--- src/rtl/soc_io_uart_tx_pkg.sv ---
// Shared definitions for the memory-mapped UART transmitter: register offsets,
// STATUS/CTRL bit positions, FSM encoding and the bus-width selector.
`ifndef XLEN_64b
`define XLEN_64b 2
`endif

package soc_io_uart_tx_pkg;

  localparam logic [4:0] UART_TXDATA_OFF = 5'h00;
  localparam logic [4:0] UART_STATUS_OFF = 5'h08;
  localparam logic [4:0] UART_CTRL_OFF   = 5'h10;
  localparam logic [4:0] UART_DIV_OFF    = 5'h18;

  localparam int UART_ST_FULL    = 0;
  localparam int UART_ST_EMPTY   = 1;
  localparam int UART_ST_BUSY    = 2;
  localparam int UART_ST_OVF     = 3;
  localparam int UART_ST_CNT_LSB = 8;

  localparam int UART_CTRL_TXEN  = 0;
  localparam int UART_CTRL_IRQEN = 1;

  typedef enum logic [1:0] {
    TX_IDLE  = 2'd0,
    TX_START = 2'd1,
    TX_DATA  = 2'd2,
    TX_STOP  = 2'd3
  } uart_tx_state_e;

  // Registers are 8 bytes apart; only address bits [4:3] select one.
  function automatic logic [1:0] uart_reg_sel(input logic [4:0] off);
    return off[4:3];
  endfunction

endpackage

--- src/rtl/soc_sync_fifo.sv ---
// Single-clock FIFO with push/pop/full/empty/count; a push while full is only
// accepted when a pop happens on the same edge.
module soc_sync_fifo #(
  parameter int WIDTH = 8,
  parameter int DEPTH = 8
) (
  input  logic                     i_clk,
  input  logic                     i_rst,
  input  logic                     i_push,
  input  logic                     i_pop,
  input  logic [WIDTH-1:0]         i_data,
  output logic [WIDTH-1:0]         o_data,
  output logic                     o_full,
  output logic                     o_empty,
  output logic [$clog2(DEPTH):0]   o_count
);
  localparam int AW = $clog2(DEPTH);

  logic [WIDTH-1:0] mem_q [DEPTH];
  logic [AW-1:0]    rd_q, wr_q;
  logic [AW:0]      cnt_q;
  logic             push_ok, pop_ok;

  assign o_full  = (cnt_q == (AW+1)'(DEPTH));
  assign o_empty = (cnt_q == '0);
  assign o_count = cnt_q;
  assign o_data  = mem_q[rd_q];
  assign pop_ok  = i_pop & ~o_empty;
  assign push_ok = i_push & (~o_full | pop_ok);

  always_ff @(posedge i_clk or posedge i_rst) begin
    if (i_rst) begin
      rd_q  <= '0;
      wr_q  <= '0;
      cnt_q <= '0;
    end else begin
      if (push_ok) wr_q <= wr_q + AW'(1);
      if (pop_ok)  rd_q <= rd_q + AW'(1);
      case ({push_ok, pop_ok})
        2'b10:   cnt_q <= cnt_q + (AW+1)'(1);
        2'b01:   cnt_q <= cnt_q - (AW+1)'(1);
        default: cnt_q <= cnt_q;
      endcase
    end
  end

  always_ff @(posedge i_clk) begin
    if (push_ok) mem_q[wr_q] <= i_data;
  end

endmodule

--- src/rtl/soc_io_uart_tx.sv ---
// Memory-mapped 8N1 UART transmitter with a TX FIFO on the core's IO window.
// Define SOC_UART_TX_IRQ_EN to enable the CTRL.IRQEN bit and the TX-done interrupt.
//   state | meaning
//   IDLE  | line high, waiting for TXEN and a queued byte
//   START | start bit (0)
//   DATA  | 8 data bits, LSB first
//   STOP  | stop bit (1); may chain straight into the next START
module soc_io_uart_tx
  import soc_io_uart_tx_pkg::*;
#(
  parameter int XLEN         = `XLEN_64b,
  parameter int FIFO_DEPTH   = 8,
  parameter int CLKS_PER_BIT = 16
) (
  input  logic                     i_clk,
  input  logic                     i_rst,
  input  logic                     i_clk_en,
  input  logic                     i_io_en,
  input  logic                     i_mem_write,
  input  logic [(1<<(XLEN+4))-1:0] i_mem_addr,
  input  logic [(1<<(XLEN+4))-1:0] i_mem_data,
  output logic [(1<<(XLEN+4))-1:0] o_mem_data,
  output logic                     o_uart_tx,
  output logic                     o_irq
);
  localparam int W  = 1 << (XLEN + 4);
  localparam int CW = $clog2(FIFO_DEPTH) + 1;
  localparam logic [1:0] SEL_TXDATA = uart_reg_sel(UART_TXDATA_OFF);
  localparam logic [1:0] SEL_STATUS = uart_reg_sel(UART_STATUS_OFF);
  localparam logic [1:0] SEL_CTRL   = uart_reg_sel(UART_CTRL_OFF);
  localparam logic [1:0] SEL_DIV    = uart_reg_sel(UART_DIV_OFF);

  logic           in_win, wr_en, busy, fsm_pop;
  logic [1:0]     sel;
  logic           fifo_push, fifo_pop, fifo_full, fifo_empty;
  logic [7:0]     fifo_data;
  logic [CW-1:0]  fifo_count;
  logic           txen_q, txen_d, ovf_q, ovf_d;
  logic [15:0]    div_q, div_d, div_frame_q, div_frame_d, baud_q, baud_d;
  uart_tx_state_e state_q, state_d;
  logic [2:0]     bit_q, bit_d;
  logic [7:0]     shreg_q, shreg_d;
  logic           tx_q, tx_d;
  logic           unused_bits;

  assign unused_bits = ^{i_mem_addr[2:0], i_mem_data[W-1:16]};
  assign in_win    = (i_mem_addr[W-1:5] == '0);
  assign sel       = uart_reg_sel(i_mem_addr[4:0]);
  assign wr_en     = i_clk_en & i_io_en & i_mem_write & in_win;
  assign busy      = (state_q != TX_IDLE);
  assign fifo_pop  = i_clk_en & fsm_pop;
  assign fifo_push = wr_en & (sel == SEL_TXDATA) & (~fifo_full | fifo_pop);
  assign o_uart_tx = tx_q;

  soc_sync_fifo #(.WIDTH(8), .DEPTH(FIFO_DEPTH)) u_fifo (
    .i_clk   (i_clk),
    .i_rst   (i_rst),
    .i_push  (fifo_push),
    .i_pop   (fifo_pop),
    .i_data  (i_mem_data[7:0]),
    .o_data  (fifo_data),
    .o_full  (fifo_full),
    .o_empty (fifo_empty),
    .o_count (fifo_count)
  );

  always_comb begin
    txen_d = txen_q;
    ovf_d  = ovf_q;
    div_d  = div_q;
    if (wr_en && sel == SEL_TXDATA && fifo_full && !fifo_pop) ovf_d = 1'b1;
    if (wr_en && sel == SEL_STATUS && i_mem_data[UART_ST_OVF]) ovf_d = 1'b0;
    if (wr_en && sel == SEL_CTRL) txen_d = i_mem_data[UART_CTRL_TXEN];
    if (wr_en && sel == SEL_DIV)  div_d  = i_mem_data[15:0];
  end

  always_comb begin
    state_d     = state_q;
    baud_d      = baud_q;
    div_frame_d = div_frame_q;
    bit_d       = bit_q;
    shreg_d     = shreg_q;
    tx_d        = tx_q;
    fsm_pop     = 1'b0;
    case (state_q)
      TX_IDLE: begin
        tx_d = 1'b1;
        if (txen_q && !fifo_empty) begin
          fsm_pop     = 1'b1;
          state_d     = TX_START;
          tx_d        = 1'b0;
          baud_d      = div_q;
          div_frame_d = div_q;
          shreg_d     = fifo_data;
        end
      end
      TX_START: begin
        if (baud_q == '0) begin
          state_d = TX_DATA;
          bit_d   = '0;
          tx_d    = shreg_q[0];
          baud_d  = div_frame_q;
        end else begin
          baud_d = baud_q - 16'd1;
        end
      end
      TX_DATA: begin
        if (baud_q == '0) begin
          baud_d = div_frame_q;
          if (bit_q == 3'd7) begin
            state_d = TX_STOP;
            tx_d    = 1'b1;
          end else begin
            bit_d   = bit_q + 3'd1;
            shreg_d = shreg_q >> 1;
            tx_d    = shreg_q[1];
          end
        end else begin
          baud_d = baud_q - 16'd1;
        end
      end
      TX_STOP: begin
        if (baud_q != '0) begin
          baud_d = baud_q - 16'd1;
        end else if (txen_q && !fifo_empty) begin
          // Chain the next frame with no idle gap; DIV is re-sampled here.
          fsm_pop     = 1'b1;
          state_d     = TX_START;
          tx_d        = 1'b0;
          baud_d      = div_q;
          div_frame_d = div_q;
          shreg_d     = fifo_data;
        end else begin
          state_d = TX_IDLE;
          tx_d    = 1'b1;
        end
      end
      default: state_d = TX_IDLE;
    endcase
  end

  always_ff @(posedge i_clk or posedge i_rst) begin
    if (i_rst) begin
      txen_q      <= 1'b0;
      ovf_q       <= 1'b0;
      div_q       <= 16'(CLKS_PER_BIT - 1);
      div_frame_q <= 16'(CLKS_PER_BIT - 1);
      baud_q      <= '0;
      state_q     <= TX_IDLE;
      bit_q       <= '0;
      shreg_q     <= '0;
      tx_q        <= 1'b1;
    end else if (i_clk_en) begin
      txen_q      <= txen_d;
      ovf_q       <= ovf_d;
      div_q       <= div_d;
      div_frame_q <= div_frame_d;
      baud_q      <= baud_d;
      state_q     <= state_d;
      bit_q       <= bit_d;
      shreg_q     <= shreg_d;
      tx_q        <= tx_d;
    end
  end

`ifdef SOC_UART_TX_IRQ_EN
  logic irqen_q, irqen_d, irq_q;

  always_comb begin
    irqen_d = irqen_q;
    if (wr_en && sel == SEL_CTRL) irqen_d = i_mem_data[UART_CTRL_IRQEN];
  end

  always_ff @(posedge i_clk or posedge i_rst) begin
    if (i_rst) begin
      irqen_q <= 1'b0;
      irq_q   <= 1'b0;
    end else if (i_clk_en) begin
      irqen_q <= irqen_d;
      irq_q   <= irqen_q & fifo_empty & ~busy;
    end
  end

  assign o_irq = irq_q;
`else
  assign o_irq = 1'b0;
`endif

  always_comb begin
    o_mem_data = '0;
    if (i_io_en && in_win) begin
      if (sel == SEL_STATUS) begin
        o_mem_data[UART_ST_FULL]             = fifo_full;
        o_mem_data[UART_ST_EMPTY]            = fifo_empty;
        o_mem_data[UART_ST_BUSY]             = busy;
        o_mem_data[UART_ST_OVF]              = ovf_q;
        o_mem_data[UART_ST_CNT_LSB +: 8]     = 8'(fifo_count);
      end else if (sel == SEL_CTRL) begin
        o_mem_data[UART_CTRL_TXEN] = txen_q;
`ifdef SOC_UART_TX_IRQ_EN
        o_mem_data[UART_CTRL_IRQEN] = irqen_q;
`endif
      end else if (sel == SEL_DIV) begin
        o_mem_data[15:0] = div_q;
      end
    end
  end

endmodule

--- config.mk ---
export PLATFORM = sky130hd
export DESIGN_NAME = soc_io_uart_tx
export DESIGN_NICKNAME = d
export VERILOG_FILES = /design/src/rtl/soc_io_uart_tx_pkg.sv /design/src/rtl/soc_sync_fifo.sv /design/src/rtl/soc_io_uart_tx.sv
export SDC_FILE = /design/constraint.sdc
export NUM_CORES = 1
export LEC_CHECK = 0
export CORE_ASPECT_RATIO = 1.4
export CORE_MARGIN = 1
export CORE_UTILIZATION = 45
export DETAILED_ROUTE_END_ITERATION = 16
export GPL_TIMING_DRIVEN = 1
export HOLD_SLACK_MARGIN = 0.12
export PLACE_DENSITY = 0.8
export SLEW_MARGIN = 20
export SYNTH_ARGS = -nofsm -noshare
export SYNTH_HDL_FRONTEND = slang
export SYNTH_SLANG_ARGS = --single-unit
--- constraint.sdc ---
create_clock -name i_clk -period 3.7 [get_ports i_clk]
set_clock_uncertainty 0.1 [all_clocks]
set_input_delay 1.11 -clock i_clk [delete_from_list [all_inputs] [get_ports i_clk]]
set_output_delay 1.11 -clock i_clk [all_outputs]
set_load 0.03 [all_outputs]
=== Word level (Yosys, flattened, before mapping) ===
Memories as Yosys holds them, arrays and structs flattened.
Cells that the tools add are included.

* Bits in registers: 74
* RAM bits: 64
* Output and inout port bits: 66
* Memories: 1

{| class="wikitable"
|+ Memories
! name !! depth !! width !! read ports !! clocked after Yosys merged registers in !! wr ports !! RTL line !! RTL
|-
| u_fifo.mem_q || 8 || 8 || 1 || 0 || 1 || soc_sync_fifo.sv:19 || <nowiki>logic [WIDTH-1:0] mem_q [DEPTH];</nowiki>
|}

* Add/sub/neg operators: 6
* Equal/unequal tests: 16
* Muxes and demuxes: 44
* Bitwise operators: 12
* Reduce and logical (&&, ||, !) cells: 32

{| class="wikitable"
|+ Operators by type and width
! operator !! number
|-
| two-way mux 16 bit || 7
|-
| logical NOT 59 bit || 1
|-
| case mux 16 bit (3 select lines) || 1
|-
| two-way mux 8 bit || 5
|-
| case mux 16 bit (2 select lines) || 1
|-
| case mux 8 bit (3 select lines) || 1
|-
| logical NOT 16 bit || 1
|-
| nonzero test 16 bit || 1
|-
| subtractor 16 x 1 -> 16 bit, second input constant || 1
|-
| two-way mux 15 bit || 1
|-
| two-way mux 1 bit || 13
|-
| != test 2 bit, second input constant || 6
|-
| equality test 2 bit, second input constant || 5
|-
| two-way mux 2 bit || 5
|-
| AND reduction 5 bit || 2
|-
| nonzero test 2 bit || 5
|-
| adder 3 x 1 -> 3 bit, second input constant || 3
|-
| logical AND 1 bit || 9
|-
| two-way mux 3 bit || 3
|-
| bitwise AND 1 bit || 8
|-
| two-way mux 4 bit || 2
|-
| case mux 2 bit (4 select lines) || 1
|-
| case mux 4 bit (2 select lines) || 1
|-
| equality test 2 x 1 -> 1 bit, second input constant || 3
|-
| other kinds (18) || 24
|}

=== Depth between registers and ports, before layout ===
* Word-level depth: 12
* Depth in mapped cells: 14
* Mapped depth without buffers: 13

=== Cells and area by module ===
A second synthesis with hierarchy kept.

* Cell total of the unflattened synthesis: 658
* Area, all modules: 7831.3 um2

{| class="wikitable"
|+ By module, submodules not included
! module !! times used !! cells an instance !! area each (um2) !! seq. area each (um2)
|-
| soc_io_uart_tx || 1 || 498 || 4750.8 || 1612.8
|-
| soc_sync_fifo || 1 || 160 || 3080.5 || 2172.1
|}

=== Least setup slack after synthesis ===
No wires, ideal clock.

* Kind: input to output
* From: in i_mem_addr[6]
* To: out o_mem_data[10]
* Arrival time: 2664 ps
* Setup slack: -174 ps
* Cell stages on the path: 5
* Buffers on the path: 0
* Cell sequence: nor4b_1 -> nand4_1 -> nor4_4 -> nand2_1 -> nor2_1

* Longest elaborated chain between the ends: 3

{| class="wikitable"
|+ RTL lines
! element !! RTL line !! RTL
|-
| start, declared || soc_io_uart_tx.sv:20 || <nowiki>input logic [(1<<(XLEN+4))-1:0] i_mem_addr,</nowiki>
|-
| logical NOT 59 bit || soc_io_uart_tx.sv:47 || <nowiki>assign in_win = (i_mem_addr[W-1:5] == '0);</nowiki>
|-
| logical AND 1 bit || soc_io_uart_tx.sv:191 || <nowiki>if (i_io_en && in_win) begin</nowiki>
|-
| two-way mux 16 bit || soc_io_uart_tx.sv:191 ||
|-
| end, declared || soc_io_uart_tx.sv:22 || <nowiki>output logic [(1<<(XLEN+4))-1:0] o_mem_data,</nowiki>
|}

No other way between the ends.

=== Worst setup path after layout ===
* From: in i_mem_addr[20]
* To: out o_mem_data[7]

Same word-level chain as after synthesis.

==> reports/metrics.yaml <==
synth_top_family_by_area: "multiplexers"
worstMarginPinSlew_ns: 1.092
synthesis.area_sq_mm: 0.007292
grt_antenna_before_repair: 0
setup_ws_ns: -0.2015
max_slew_margin: 0.2721
finalHoldViolations: 0
drive_above_1_share: 0.3347
critPathLaunch: "i_mem_addr[20]"
maxCapViolCount: 0
leakage_nw: 3.730
finalInstanceArea_sq_mm: 0.009209
setup_violations: 16
ir_drop_uv: 363.2
diodes: 0
synth_edf_count: 64
cp-start-kind: "input port"
timing.rr.start: "baud_q[0]"
yosysMostFrequentCell: "dfrtp_1"
fp-row-count: 54
gr-total-overflow: 0
synth-compound-area-share: 0.09180
critPathCaptureType: "primary output"
clockRootBuffer: "clkbuf_16"
clk_pin_slew_ns: 0.06
portBuffers: 98
async_reset_ff_frac: 0.5362
grt_pass1_vias: 5533
cp_common_cell: "nor4_4"
wl_per_cell_um: 19.08
yosysTopAreaCellShare: 0.2636
final_nets: 867
crit_slowest_cell: "nor4_4"
initial_core_util: 0.4632
crit_chain: "clkbuf_2 -> nor4_4 -> nand4_1 -> nor4_4 -> and2_4 -> and3_4 -> buf_6"
setup_tns_ns: -2.416
worstSkewPairLatency_ns: 0.43
synth_top_cell_by_area: "edfxtp_1"
ys_top_cells_by_count: "dfrtp_1 (65), edfxtp_1 (64), buf_4 (52)"
die_h_um: 152.6
critical_path.top_delay_family: "simple AND/OR/NAND/NOR gates"
cts_num_sinks: 138
violations: "negative setup slack"
final_max_slew_viol_count: 0
min_path_type: "reg2reg"
ys_ff_latch: 138
cp_num_buf_inv: 2
timing.fmax_mhz: 256.3
finalCritPeriodShare: 1.054
finalWeightedCongestion: 0.8497
drt-initial-drc-count: 381
synth_warnings: 0
cts_max_level: 4
ys_seq_area_frac: 0.5190
rsz0062_at_grt: "true"
grt_pass1_wl_um: 28680
grt_usage: 0.2267
worst-setup-path-type: "in2out"
numCtsBuffers: 17
core_area_sq_mm: 0.01574
antenna_left: 0
pin_count: 199
power_density_mw_per_mm2: 561.4
postCtsHoldBufs: 0
dpl.hpwl_um: 12210
worstPathArrival_ns: 2.69
cpPeakStageDelay_ns: 0.36
yosys.cell_types.count: 66
viasPerCell: 5.790
drc: 0
synth_fa_ha_area_frac: 0.02574
clockBufferDepth: 2
cts_tree: "yes"
min_from: "shreg_q[7]"
syn_inst: 598
area_growth_pct: 26.29
drt-total-wl_um: 17700
synth-xor-area-share: 0.02162
cp.required_ns: 2.49
place_area_sq_mm: 0.008564
syn_area_per_cell_sq_um: 12.19
synthMuxAreaShare: 0.1345
synth-simple-area-share: 0.1297
worstPathMaxFanout: 8
status: "finished with violations"
synth_area_leaders: "edfxtp_1 (26%), dfrtp_1 (22%), mux2_2 (6.0%)"
firstDrtPassIters: 5
min_period_ns: 3.901
grt_max_degree: 42
via_count: 5373
yosys_most_used_dff: "dfrtp_1"
dieArea_sq_mm: 0.01672
die_w_um: 109.6
-- tightest hold or removal path: stages, from the launching register on --
cell	delay (ns)
dfrtp_1	0.34
nand2_1	0.05
o31ai_1	0.05
-- per-stage QoR --
step	util	total power, mW	hold slack [ns]	setup slack [ns]	instances
after floorplan	-	3.002	0.3488	-0.07295	646
after global placement	0.5440	3.311	0.3605	-0.5650	893
after detailed placement	0.5440	3.369	0.3658	-0.6511	893
after CTS	0.5825	5.143	0.3803	-0.1566	928
after global routing	0.5850	5.404	0.4171	-0.2281	928
final	0.5850	5.170	0.3798	-0.2015	928
-- where the power goes --
part | total, mW | internal [mW] | switching, mW
registers | 1.94 | 1.75 | 0.186
logic | 1.45 | 0.592 | 0.863
clock network | 1.78 | 1.03 | 0.745
-- layout by cell type (no fill, tap or decap), types with 4 or more instances in the layout --
cell | netlist | layout
a21oi_1 | 24 | 23
a221o_1 | 12 | 12
a31oi_1 | 4 | 4
and3_4 | 0 | 8
buf_2 | 8 | 31
buf_4 | 52 | 34
buf_6 | 2 | 28
clkbuf_16 | 0 | 17
clkdlybuf4s15_1 | 0 | 12
clkdlybuf4s50_1 | 0 | 22
conb_1 | 1 | 49
dfrtp_1 | 65 | 65
dfstp_2 | 9 | 9
edfxtp_1 | 64 | 64
ha_1 | 15 | 15
inv_1 | 11 | 10
inv_6 | 0 | 4
inv_8 | 0 | 6
mux2_2 | 39 | 39
mux2i_1 | 17 | 17
mux4_2 | 16 | 16
nand2_1 | 25 | 24
nand2b_1 | 6 | 6
nand3_1 | 20 | 20
nand4_1 | 8 | 8
nor2_1 | 31 | 24
nor2_4 | 0 | 7
nor3_1 | 14 | 14
nor3b_1 | 8 | 8
nor4_1 | 18 | 5
nor4_2 | 2 | 11
nor4_4 | 2 | 6
o21ai_0 | 23 | 23
xnor2_1 | 6 | 6
xor2_1 | 12 | 12
-- final timing paths --
kind	endpoint	slack, ns	cells after the start
worst max-delay path	o_mem_data[7]	-0.20	7
worst min-delay path	shreg_q[7]	0.38	2
worst max register to register	u_fifo.o_count[2]	0.48	13
worst min register to register	shreg_q[7]	0.38	2
max in group asynchronous	div_q[1]	1.92	3
min in group asynchronous	div_frame_q[10]	0.93	2
-- repair_timing --
| action | 4_1_cts | 5_1_grt |
|---|---|---|
| buffers inserted | 3 | 1 |
| setup endpoints to repair | 16 | 16 |
| resized for setup | 218 | 15 |
| pin swaps | 26 | 14 |
-- state kept, by name, summed over array words and instances, names as in the netlist, 2 cells and up --
register	count
u_fifo.rd_q	3
bit_q	3
baud_q	16
u_fifo.o_count	4
shreg_q	8
div_q	16
div_frame_q	16
state_q	2
u_fifo.wr_q	3
u_fifo.mem_q	64
-- cells by family after synthesis --
family	count (synthesis)
AO/OA/AOI/OAI	95
XOR/XNOR	18
adder cells (fa/ha/maj)	15
buffers and inverters	91
flip-flops	138
multiplexers	73
other	1
AND/OR/NAND/NOR	167
-- routing by layer --
| layer | up-vias | global-route usage | wire (um) |
|---|---|---|---|
| met3 | 49 | 0.04192 | 1019 |
| met5 | - | 0 | 0 |
| met1 | 2638 | 0.2704 | 6680 |
| met2 | 285 | 0.3911 | 9381 |
| li1 | 2401 | - | - |
| met4 | 0 | 0.1016 | 623 |
-- area by class of cell --
cell class              count  area (sq um)
multi-input cells         417          3374
well taps                 196         245.2
clock inverters            15         195.2
repair buffers            134          1142
inverters                  11         41.29
clock buffers              17         425.4
flip-flops and latches    138          3785
fillers                  1210          6534
(Power assumes the default switching activity.)
